===== config.mk =====
export PLATFORM = sky130hd
export DESIGN_NAME = write_ptr_ctrl
export DESIGN_NICKNAME = d
export VERILOG_FILES = /design/src/rtl/write_ptr_ctrl.sv
export SDC_FILE = /design/constraint.sdc
export NUM_CORES = 1
export LEC_CHECK = 0
export CORE_ASPECT_RATIO = 1.2
export CORE_MARGIN = 3
export CORE_UTILIZATION = 46
export CTS_BUF_LIST = sky130_fd_sc_hd__clkbuf_4 sky130_fd_sc_hd__clkbuf_8 sky130_fd_sc_hd__clkbuf_16
export DETAILED_ROUTE_END_ITERATION = 10
export HOLD_SLACK_MARGIN = 0.08
export PLACE_DENSITY = 0.79
export SLEW_MARGIN = 20
export SYNTH_ARGS = -nofsm -noshare
export SYNTH_HDL_FRONTEND = slang
export SYNTH_SLANG_ARGS = --single-unit

===== constraint.sdc =====
create_clock -name wclk -period 3.2 [get_ports wclk]
set_input_delay 0.48 -clock wclk [delete_from_list [all_inputs] [get_ports wclk]]
set_output_delay 0.48 -clock wclk [all_outputs]
set_load 0.05 [all_outputs]

===== src/rtl/write_ptr_ctrl.sv =====
// write_ptr_ctrl: write-side pointer and flag controller for the async FIFO (wclk domain).
// Holds the binary/Gray write pointers and registered full, almost-full, occupancy and
// sticky overflow flags, plus a programmable almost-full threshold.
// Optional feature: define WOVF_COUNT_EN to add wovf_cnt, a saturating rejected-write count.
module write_ptr_ctrl #(
    parameter int ADDRESS_BITS    = 4,
    parameter int AF_RESET_THRESH = (2**ADDRESS_BITS) - 2
) (
    input  logic                    wclk,
    input  logic                    wrst,
    input  logic                    winc,
    input  logic [ADDRESS_BITS:0]   wq2_read_ptr,
    input  logic [ADDRESS_BITS:0]   wafull_thresh,
    input  logic                    wafull_ld,
    input  logic                    wovf_clr,
    output logic [ADDRESS_BITS-1:0] waddr,
    output logic [ADDRESS_BITS:0]   wptr,
    output logic                    wen,
    output logic                    wfull,
    output logic                    walmost_full,
    output logic [ADDRESS_BITS:0]   wcount,
`ifdef WOVF_COUNT_EN
    output logic [7:0]              wovf_cnt,
`endif
    output logic                    wovf
);
    localparam int A = ADDRESS_BITS;
    localparam int W = ADDRESS_BITS + 1;
    localparam logic [A:0] DEPTH   = {1'b1, {A{1'b0}}};
    localparam logic [A:0] AF_INIT = W'(AF_RESET_THRESH);

    logic [A:0] wbin;
    logic [A:0] wbinnext;
    logic [A:0] wgraynext;
    logic [A:0] rbin;
    logic [A:0] occ_next;
    logic [A:0] full_ptr;
    logic [A:0] thresh;
    logic [A:0] thresh_in;
    logic       reject;

    assign wen       = winc & ~wfull;
    assign reject    = winc & wfull;
    assign wbinnext  = wbin + W'(wen);
    assign wgraynext = (wbinnext >> 1) ^ wbinnext;
    assign occ_next  = wbinnext - rbin;
    assign waddr     = wbin[A-1:0];
    // Read pointer that the write pointer equals when exactly one lap ahead
    assign full_ptr  = {~wq2_read_ptr[A:A-1], wq2_read_ptr[A-2:0]};
    // Thresholds above the depth could never be reached; clamp to the depth
    assign thresh_in = (wafull_thresh > DEPTH) ? DEPTH : wafull_thresh;

    // Gray-to-binary of the synchronised read pointer: each bit is the XOR of itself and all higher bits
    always_comb begin
        rbin = '0;
        for (int i = 0; i <= A; i++) begin
            rbin[i] = ^(wq2_read_ptr >> i);
        end
    end

    // Pointer, full, occupancy and almost-full registers
    always_ff @(posedge wclk) begin
        if (wrst) begin
            wbin         <= '0;
            wptr         <= '0;
            wfull        <= 1'b0;
            wcount       <= '0;
            walmost_full <= 1'b0;
        end else begin
            wbin         <= wbinnext;
            wptr         <= wgraynext;
            wfull        <= (wgraynext == full_ptr);
            wcount       <= occ_next;
            walmost_full <= (occ_next >= thresh);
        end
    end

    // Almost-full threshold register; a load takes effect on the following edge's compare
    always_ff @(posedge wclk) begin
        if (wrst)           thresh <= AF_INIT;
        else if (wafull_ld) thresh <= thresh_in;
    end

    // Sticky overflow flag; a new rejection wins over a simultaneous clear
    always_ff @(posedge wclk) begin
        if (wrst)          wovf <= 1'b0;
        else if (reject)   wovf <= 1'b1;
        else if (wovf_clr) wovf <= 1'b0;
    end

`ifdef WOVF_COUNT_EN
    // Saturating rejected-write counter; a rejection during clear restarts the count at 1
    always_ff @(posedge wclk) begin
        if (wrst)                        wovf_cnt <= 8'd0;
        else if (wovf_clr)               wovf_cnt <= reject ? 8'd1 : 8'd0;
        else if (reject && wovf_cnt != 8'hFF) wovf_cnt <= wovf_cnt + 8'd1;
    end
`endif

endmodule


After elaboration in Yosys (flattened, before gate mapping). Cells that the tools add are included.

Eq/ne operators: 1. Bitwise logic cells: 5. Multiplexer cells: 3. $lt $le $gt $ge: 2. Add/subtract/negate cells: 2. Reduce and logical (&&, ||, !) cells: 6.

Operator list (count): $reduce_xor A5 Y1 (5); $add A5 B1 Y5 (1); $eq A5 B5 Y1 (1); $ge A5 B5 Y1 (1); $gt A5 B5 Y1 const B (1); $mux W5 (1); $sub A5 B5 Y5 (1); $xor A4 B5 Y5 (1); $and A1 B1 Y1 (2); $mux W1 (2); $not A2 Y2 (1); $reduce_bool A2 Y1 (1); $not A1 Y1 (1).

Input bits: 15. Bits in registers: 23.

Logic depth before layout (Yosys ltp). Gate-level depths: netlist of run 1.

Depth after elaboration: 5. Mapped depth: 13.

Least setup slack after synthesis of run 1. No wires, ideal clock.

Path type: register -> register. Start: register wfull. End: register walmost_full. Setup time: 134 ps. Path buffers: 0. Setup slack: -201 ps. Arrival: 3268 ps. Cell stages (with the launch flop): 12. Cells stage by stage: dfxtp_1 > nor2b_1 > ha_1 > ha_1 > xor2_2 > ha_1 > a21o_1 > a21oi_1 > xnor2_1 > ha_1 > nor2_1 > a211oi_1.

Word-level cells in the longest chain between the ends: 5.

Ends and longest elaborated chain: start, declared (RTL line 19) `output logic wfull,`; start signal, assigned (RTL line 72) `wfull <= (wgraynext == full_ptr);`; $not A1 Y1 (RTL line 42) `assign wen = winc & ~wfull;`; $and A1 B1 Y1 (RTL line 42); named net wen (RTL line 18) `output logic wen,`; $add A5 B1 Y5 (RTL line 44) `assign wbinnext = wbin + W'(wen);`; named net wbinnext[2] (RTL line 33) `logic [A:0] wbinnext;`; $sub A5 B5 Y5 (RTL line 46) `assign occ_next = wbinnext - rbin;`; named net occ_next[4] (RTL line 36) `logic [A:0] occ_next;`; $ge A5 B5 Y1 (RTL line 74) `walmost_full <= (occ_next >= thresh);`; end signal, assigned (RTL line 74); end, declared (RTL line 20) `output logic walmost_full,`.

The timed path passes the listed nets, and every way through them passes these cells. A chain may end at the register's enable or synchronous reset.

Worst setup path after layout of run 1.
Start: input wq2_read_ptr[2]. End: register walmost_full.

Word-level cells in the longest chain between the ends: 3. Elaborated cells between the ends (all ways): 5.

Ends and longest elaborated chain: start, declared (RTL line 12) `input logic [ADDRESS_BITS:0] wq2_read_ptr,`; $reduce_xor A5 Y1 (RTL line 57) `rbin[i] = ^(wq2_read_ptr >> i);`; $sub A5 B5 Y5 * (RTL line 46); named net occ_next[4] (RTL line 36); $ge A5 B5 Y1 * (RTL line 74).

The timed path passes the listed nets; every way through them passes the cells marked *.

==> summary.md, run 1 <==
| Metric | Value |
|---|---|
| Maximum Capacitance Violations | `0` |
| Worst R2R Start | `wfull$_SDFF_PP0_` |
| Critical path arrival | `3.09 ns` |
| Inserted Clock Buffers | `3` |
| Cell at the slowest stage of the critical path | `sky130_fd_sc_hd__clkdlybuf4s50_1` |
| Achievable Freq | `0.343 GHz` |
| Proportion of synthesized chip area in sequential cells | `40.3%` |
| Number of enable flip-flop cells after synthesis | `0` |
| Power density over the cells | `514 nW/um^2` |
| Kind of end point of the critical path | `register` |
| Floorplan die area | `3000 sq um` |
| Number of fill cells in the layout | `173` |
| Worst-case clock skew | `0.00220 ns` |
| RSZ-0062 raised after global routing | `no` |
| Utilization of the core after routing | `71.9%` |
| Wire length of the first global-routing pass | `3550 um` |
| CTS Root Cell | `sky130_fd_sc_hd__clkbuf_4` |
| DRC viols | `0` |
| Final hold violation count | `0` |
| Commonest non-fill, non-tap cells in the layout | `sky130_fd_sc_hd__clkdlybuf4s50_1 (30), sky130_fd_sc_hd__dfxtp_1 (22), sky130_fd_sc_hd__nor2_1 (17), sky130_fd_sc_hd__inv_1 (12)` |
| Post-detailed-placement half-perimeter wirelength | `1700 um` |
| Synthesized area per cell | `9.51 sq um` |
| Vert. Die Dim | `59.4 um` |
| Area growth from synthesis to layout | `42.1%` |
| Largest net degree at the start of global routing | `23` |
| Post-route standard cell area excluding fillers | `1550 sq um` |
| Predominant post-synthesis flop cell | `sky130_fd_sc_hd__dfxtp_1` |
| Warnings, synthesis | `0` |
| Placed cell area | `1510 sq um` |
| Layout cells sized above 1 | `12.1%` |
| Skew-Pair Late Insertion Delay | `0.31 ns` |
| Critical Path Max Stage Delay | `0.52 ns` |
| Mean number of vias per cell | `4.80` |
| Rows | `18` |
| Number of DRC markers after the initial detailed-route iteration | `5` |
| Reg clk slew, reported paths | `0.11 ns` |
| Netlist area before placement | `1090 sq um` |
| Maximum vdd drop | `0.383 mV` |
| Horiz. Die Dim | `50.5 um` |
| Overflow after GRT | `0` |
| Starting density of the core | `50.6%` |
| Cell-by-cell trace of the critical path | `clkdlybuf4s50_1 -> xor2_1 -> xor2_1 -> xnor2_1 -> ha_1 -> fa_2 -> inv_1 -> a21o_1 -> a21oi_1 -> xnor2_1 -> ha_2 -> nor2_1 -> a211oi_1` |
| Pins over their slew limit | `0` |
| DR vias | `897` |
| Launching element type of the critical path | `input port` |
| H-tree levels | `1` |
| Crit. Startpoint | `wq2_read_ptr[2]` |
| Core footprint | `2160 sq um` |
| CP Max Fanout | `2` |
| Final net count | `186` |
| Run status | `finished, final reports clean` |
| Quantity of I/O buffers inserted on ports | `32` |
| Number of distinct library cells after synthesis | `22` |
| Multi-input logic area | `616 sq um` |
| Final Routed Wirelength | `2080 um` |
| Setup Crit Path Kind | `in2reg` |
| TritonCTS clock tree | `done` |
| Final Power | `0.799 mW` |
| Antenna cell count | `0` |
| Placer's final routability congestion estimate | `0.767` |
| Post-synthesis instance total | `115` |
| Global-route total usage across every layer | `15.7%` |
| Antenna viol nets, final | `0` |
| Leakage power | `0.704 nW` |
| Number of detailed-routing iterations run before antenna repair | `2` |
| Seq cells post-synth | `22` |
| Number of antenna violations at the first check in global routing | `0` |
| Routed length per placed instance | `11.1 um` |
| Tmin final | `2.92 ns` |
| Final-report setup violation count | `0` |
| Hold Crit Class | `reg2reg` |
| Hold buffer count at CTS | `0` |
| Source of the worst hold timing path | `wovf$_SDFFE_PP0P_` |
| Relative slew slack | `46.8%` |
| Number of primary I/O pins | `33` |
| Actual slew at the worst max-slew pin | `0.796 ns` |
| WP data required | `3.37 ns` |
| Leading cell type in the layout, fill and taps excluded | `sky130_fd_sc_hd__clkdlybuf4s50_1` |
| Part of the cycle the worst path needs | `91.2%` |
| Share of flip-flops with an asynchronous set or reset after synthesis | `0%` |
| Sink count of the clock tree | `22` |
| Via count of the first global-routing pass | `896` |
| Clk buf depth | `2` |
| Post-synth net total | `142` |
| Area taken by flip-flops and latches | `440 sq um` |
worst max-delay path, delay by kind of cell:
| kind | cells | cell delay [ns] |
|---|---|---|
| fa+ha+maj | 3 | 0.87 |
| xor+xnor | 4 | 0.81 |
| buf+inv | 2 | 0.58 |
| compound gates | 3 | 0.22 |
| simple gates | 1 | 0.10 |
registers in the layout (all words and copies together) (netlist names):
register / cells
thresh: 5
wbin: 4
wovf: 1
wcount: 5
wptr: 5
wfull: 1
walmost_full: 1
synth_stat cells (2+ instances only):
master	number	area share, %
sky130_fd_sc_hd__inv_1	12	4.1
sky130_fd_sc_hd__xnor2_1	11	8.8
sky130_fd_sc_hd__nor2b_1	6	3.4
sky130_fd_sc_hd__dfxtp_1	22	40
sky130_fd_sc_hd__nor2_1	17	5.8
sky130_fd_sc_hd__a221o_1	2	1.8
sky130_fd_sc_hd__nand3_1	3	1.4
sky130_fd_sc_hd__a21o_1	2	1.4
sky130_fd_sc_hd__clkbuf_1	2	0.69
sky130_fd_sc_hd__ha_1	11	13
sky130_fd_sc_hd__nand2_1	3	1.0
sky130_fd_sc_hd__xor2_1	6	4.8
sky130_fd_sc_hd__nand2b_1	2	1.1
sky130_fd_sc_hd__a21oi_1	6	2.7
sky130_fd_sc_hd__xor2_2	2	3.0
sky130_fd_sc_hd__o21ai_0	2	0.92
area by class of cell:
cell class	instances	share of cell area, %
flip-flops and latches	22	28.3
multi-input cells	79	39.6
inverters	12	2.90
clock buffers	3	1.45
well taps	30	2.42
repair buffers	41	25.3
final timing paths:
path	endpoint	slack [ns]	cells past startpoint
min reg2reg	wovf$_SDFFE_PP0P_	0.47	2
min	wovf$_SDFFE_PP0P_	0.47	2
max	walmost_full$_SDFF_PP0_	0.28	13
max reg2reg	walmost_full$_SDFF_PP0_	0.66	11
report_power, final:
part | internal (mW) | switching [mW] | leakage, nW
logic | 0.157 | 0.206 | 0.509
registers | 0.304 | 0.00968 | 0.181
clock network | 0.0440 | 0.0785 | 0.0138
cells by family after synthesis:
| group | synth area share, % |
|---|---|
| XOR/XNOR | 16.6 |
| adder cells (fa/ha/maj) | 14.4 |
| flip-flops | 40.3 |
| buffers and inverters | 4.81 |
| AO/OA/AOI/OAI | 9.61 |
| multiplexers | 0.915 |
| AND/OR/NAND/NOR | 13.4 |
routing by layer:
metal | global-route usage [%] | routed length [um] | up-vias
li1 | - | - | 453
met1 | 13.9 | 808 | 410
met2 | 30.6 | 1100 | 29
met3 | 4.03 | 110 | 5
met4 | 10.4 | 56 | 0
met5 | 0 | 0 | -
repair_timing:
action,CTS,global route
buffers inserted,0,1
endpoints found under the setup margin,0,1
resized for setup,0,5
metrics by stage:
stage	setup WS, ns	TNS (ns)	cells	hold slack (ns)
after global routing	0.122	0	187	0.519
after CTS	0.0905	0	186	0.476
after detailed placement	-0.220	-0.220	183	0.457
after floorplan	0.106	0	115	0.443
after global placement	-0.180	-0.180	183	0.457
final	0.282	0	187	0.472
No activity file was read; power rests on OpenSTA's default activity.
==> run 2: changes to the inputs <==
--- a/config.mk
+++ b/config.mk
@@ -5,7 +5,7 @@
 export SDC_FILE = /design/constraint.sdc
 export NUM_CORES = 1
 export LEC_CHECK = 0
-export CORE_ASPECT_RATIO = 1.2
+export CORE_ASPECT_RATIO = 1.75
 export CORE_MARGIN = 3
 export CORE_UTILIZATION = 46
 export CTS_BUF_LIST = sky130_fd_sc_hd__clkbuf_4 sky130_fd_sc_hd__clkbuf_8 sky130_fd_sc_hd__clkbuf_16
==> run 2 against run 1 <==
Setup slack got worse by 0.068 ns; clock power up 24%; clock-buffer cell count up 1; sequential power about the same; first-iteration DRC count rose by 20%; die area rose by 0.68%; largest cell class unchanged; core utilization rose by 1.0 points; register-to-register slack improved by 0.03 ns; maximum frequency decreased by 2.3%; global-route usage rose by 1.5 points; critical endpoint unchanged; wire length rose by 8.4%; clock skew barely moved; critical path type unchanged.
==> summary.md, run 2 (synthesis results as in run 1) <==
| Metric | Value |
|---|---|
| Largest net degree at the start of global routing | `23` |
| Final hold violation count | `0` |
| DR vias | `913` |
| Worst-case clock skew | `0.00219 ns` |
| Overflow after GRT | `0` |
| Antenna viol nets, final | `0` |
| Commonest non-fill, non-tap cells in the layout | `sky130_fd_sc_hd__clkdlybuf4s50_1 (31), sky130_fd_sc_hd__dfxtp_1 (22), sky130_fd_sc_hd__nor2_1 (17), sky130_fd_sc_hd__inv_1 (12)` |
| Antenna cell count | `0` |
| Leading cell type in the layout, fill and taps excluded | `sky130_fd_sc_hd__clkdlybuf4s50_1` |
| Hold buffer count at CTS | `0` |
| Achievable Freq | `0.335 GHz` |
| Skew-Pair Late Insertion Delay | `0.31 ns` |
| WP data required | `3.37 ns` |
| Setup Crit Path Kind | `in2reg` |
| Maximum vdd drop | `0.346 mV` |
| Kind of end point of the critical path | `register` |
| Reg-to-reg setup timing slack | `0.69 ns` |
| Hold Crit Class | `reg2reg` |
| Horiz. Die Dim | `42.9 um` |
| Sink count of the clock tree | `22` |
| DRC viols | `0` |
| Floorplan die area | `3020 sq um` |
| Worst Hold Margin | `0.480 ns` |
| Area growth from synthesis to layout | `45.0%` |
| Number of antenna violations at the first check in global routing | `0` |
| Tmin final | `2.99 ns` |
| Pins over their slew limit | `0` |
| CP Max Fanout | `2` |
| Number of detailed-routing iterations run before antenna repair | `2` |
| Starting density of the core | `50.3%` |
| Core footprint | `2170 sq um` |
| Launching element type of the critical path | `input port` |
| Placer's final routability congestion estimate | `0.758` |
| Via count of the first global-routing pass | `1000` |
| Run status | `finished, final reports clean` |
| Clk buf depth | `2` |
| Critical path arrival | `3.16 ns` |
| Final-report setup violation count | `0` |
| Final Routed Wirelength | `2250 um` |
| Part of the cycle the worst path needs | `93.3%` |
| Final net count | `187` |
| Relative slew slack | `44.6%` |
| Maximum Capacitance Violations | `0` |
| Setup slack at placement | `-0.200 ns` |
| Routed length per placed instance | `12.3 um` |
| Global-route total usage across every layer | `17.2%` |
| Final worst slack | `0.214 ns` |
| Number of primary I/O pins | `33` |
| Largest registers in the final layout | `thresh (5), wcount (5), wptr (5)` |
| Inserted Clock Buffers | `3` |
| Leakage power | `0.710 nW` |
| H-tree levels | `1` |
| Vert. Die Dim | `70.5 um` |
| TritonCTS clock tree | `done` |
| CTS Root Cell | `sky130_fd_sc_hd__clkbuf_4` |
| Post-detailed-placement half-perimeter wirelength | `1850 um` |
| Reg clk slew, reported paths | `0.11 ns` |
| RSZ-0062 raised after global routing | `no` |
| Mean number of vias per cell | `4.99` |
| Actual slew at the worst max-slew pin | `0.828 ns` |
| Rows | `22` |
| Quantity of I/O buffers inserted on ports | `32` |
| Wire length of the first global-routing pass | `4060 um` |
| Layout cells sized above 1 | `15.7%` |
| Number of DRC markers after the initial detailed-route iteration | `6` |
| Power density over the cells | `539 nW/um^2` |
run 2: power breakdown:
group / switching, mW / total [mW] / internal [mW] / leakage, nW
Combinational: 0.215 / 0.387 / 0.172 / 0.508
Clock: 0.0834 / 0.153 / 0.0696 / 0.0210
Sequential: 0.0103 / 0.314 / 0.304 / 0.181
Total: 0.309 / 0.854 / 0.545 / 0.710
run 2: metal layers:
metal  vias to the layer above  track usage [%]  part of all wire [%]
met4                         0             7.27                   1.9
met5                         -                0                     0
met2                        29             33.9                    56
met3                         5             1.80                   5.9
li1                        462                -                     -
met1                       417             16.9                    36
run 2: worst paths after layout:
kind,endpoint,from,depth (start not counted)
setup / recovery,walmost_full$_SDFF_PP0_,wq2_read_ptr[3],14
hold / removal,wovf$_SDFFE_PP0P_,wovf$_SDFFE_PP0P_,2
setup reg to reg,walmost_full$_SDFF_PP0_,wfull$_SDFF_PP0_,11
hold reg to reg,wovf$_SDFFE_PP0P_,wovf$_SDFFE_PP0P_,2
run 2: final cells by class:
type | count | area (sq um)
Timing Repair Buffer | 42 | 398
Sequential cell | 22 | 440
Inverter | 12 | 45.0
Clock buffer | 4 | 36.3
Tap cell | 24 | 30.0
Fill cell | 169 | 589
Multi-Input combinational cell | 79 | 636
run 2: what timing repair did:
item	4_1_cts	5_1_grt
buffers inserted	0	0
resized for setup	0	9
endpoints found under the setup margin	0	1
endpoints found under the hold margin	0	0
run 2: through the flow:
step           util, %  setup TNS [ns]  power, mW  cells  instance area (sq um)
2_1_floorplan        -               0      0.561    115                   1100
5_1_grt           72.9               0      0.907    183                   1590
6_report          72.9               0      0.854    183                   1590
3_5_place_dp      69.6          -0.200      0.693    179                   1510
4_1_cts           71.3               0      0.849    183                   1550
3_3_place_gp      69.6          -0.178      0.683    179                   1510
run 2: critical path: stages:
cell	delay, ns
sky130_fd_sc_hd__clkdlybuf4s50_1	0.46
sky130_fd_sc_hd__xnor2_2	0.24
sky130_fd_sc_hd__xor2_2	0.20
sky130_fd_sc_hd__xor2_1	0.25
sky130_fd_sc_hd__xnor2_1	0.10
sky130_fd_sc_hd__ha_2	0.19
sky130_fd_sc_hd__fa_2	0.34
sky130_fd_sc_hd__inv_1	0.06
sky130_fd_sc_hd__a21o_1	0.12
sky130_fd_sc_hd__a21oi_2	0.06
sky130_fd_sc_hd__xnor2_1	0.20
sky130_fd_sc_hd__ha_1	0.27
sky130_fd_sc_hd__nor2_1	0.13
sky130_fd_sc_hd__a211oi_2	0.06
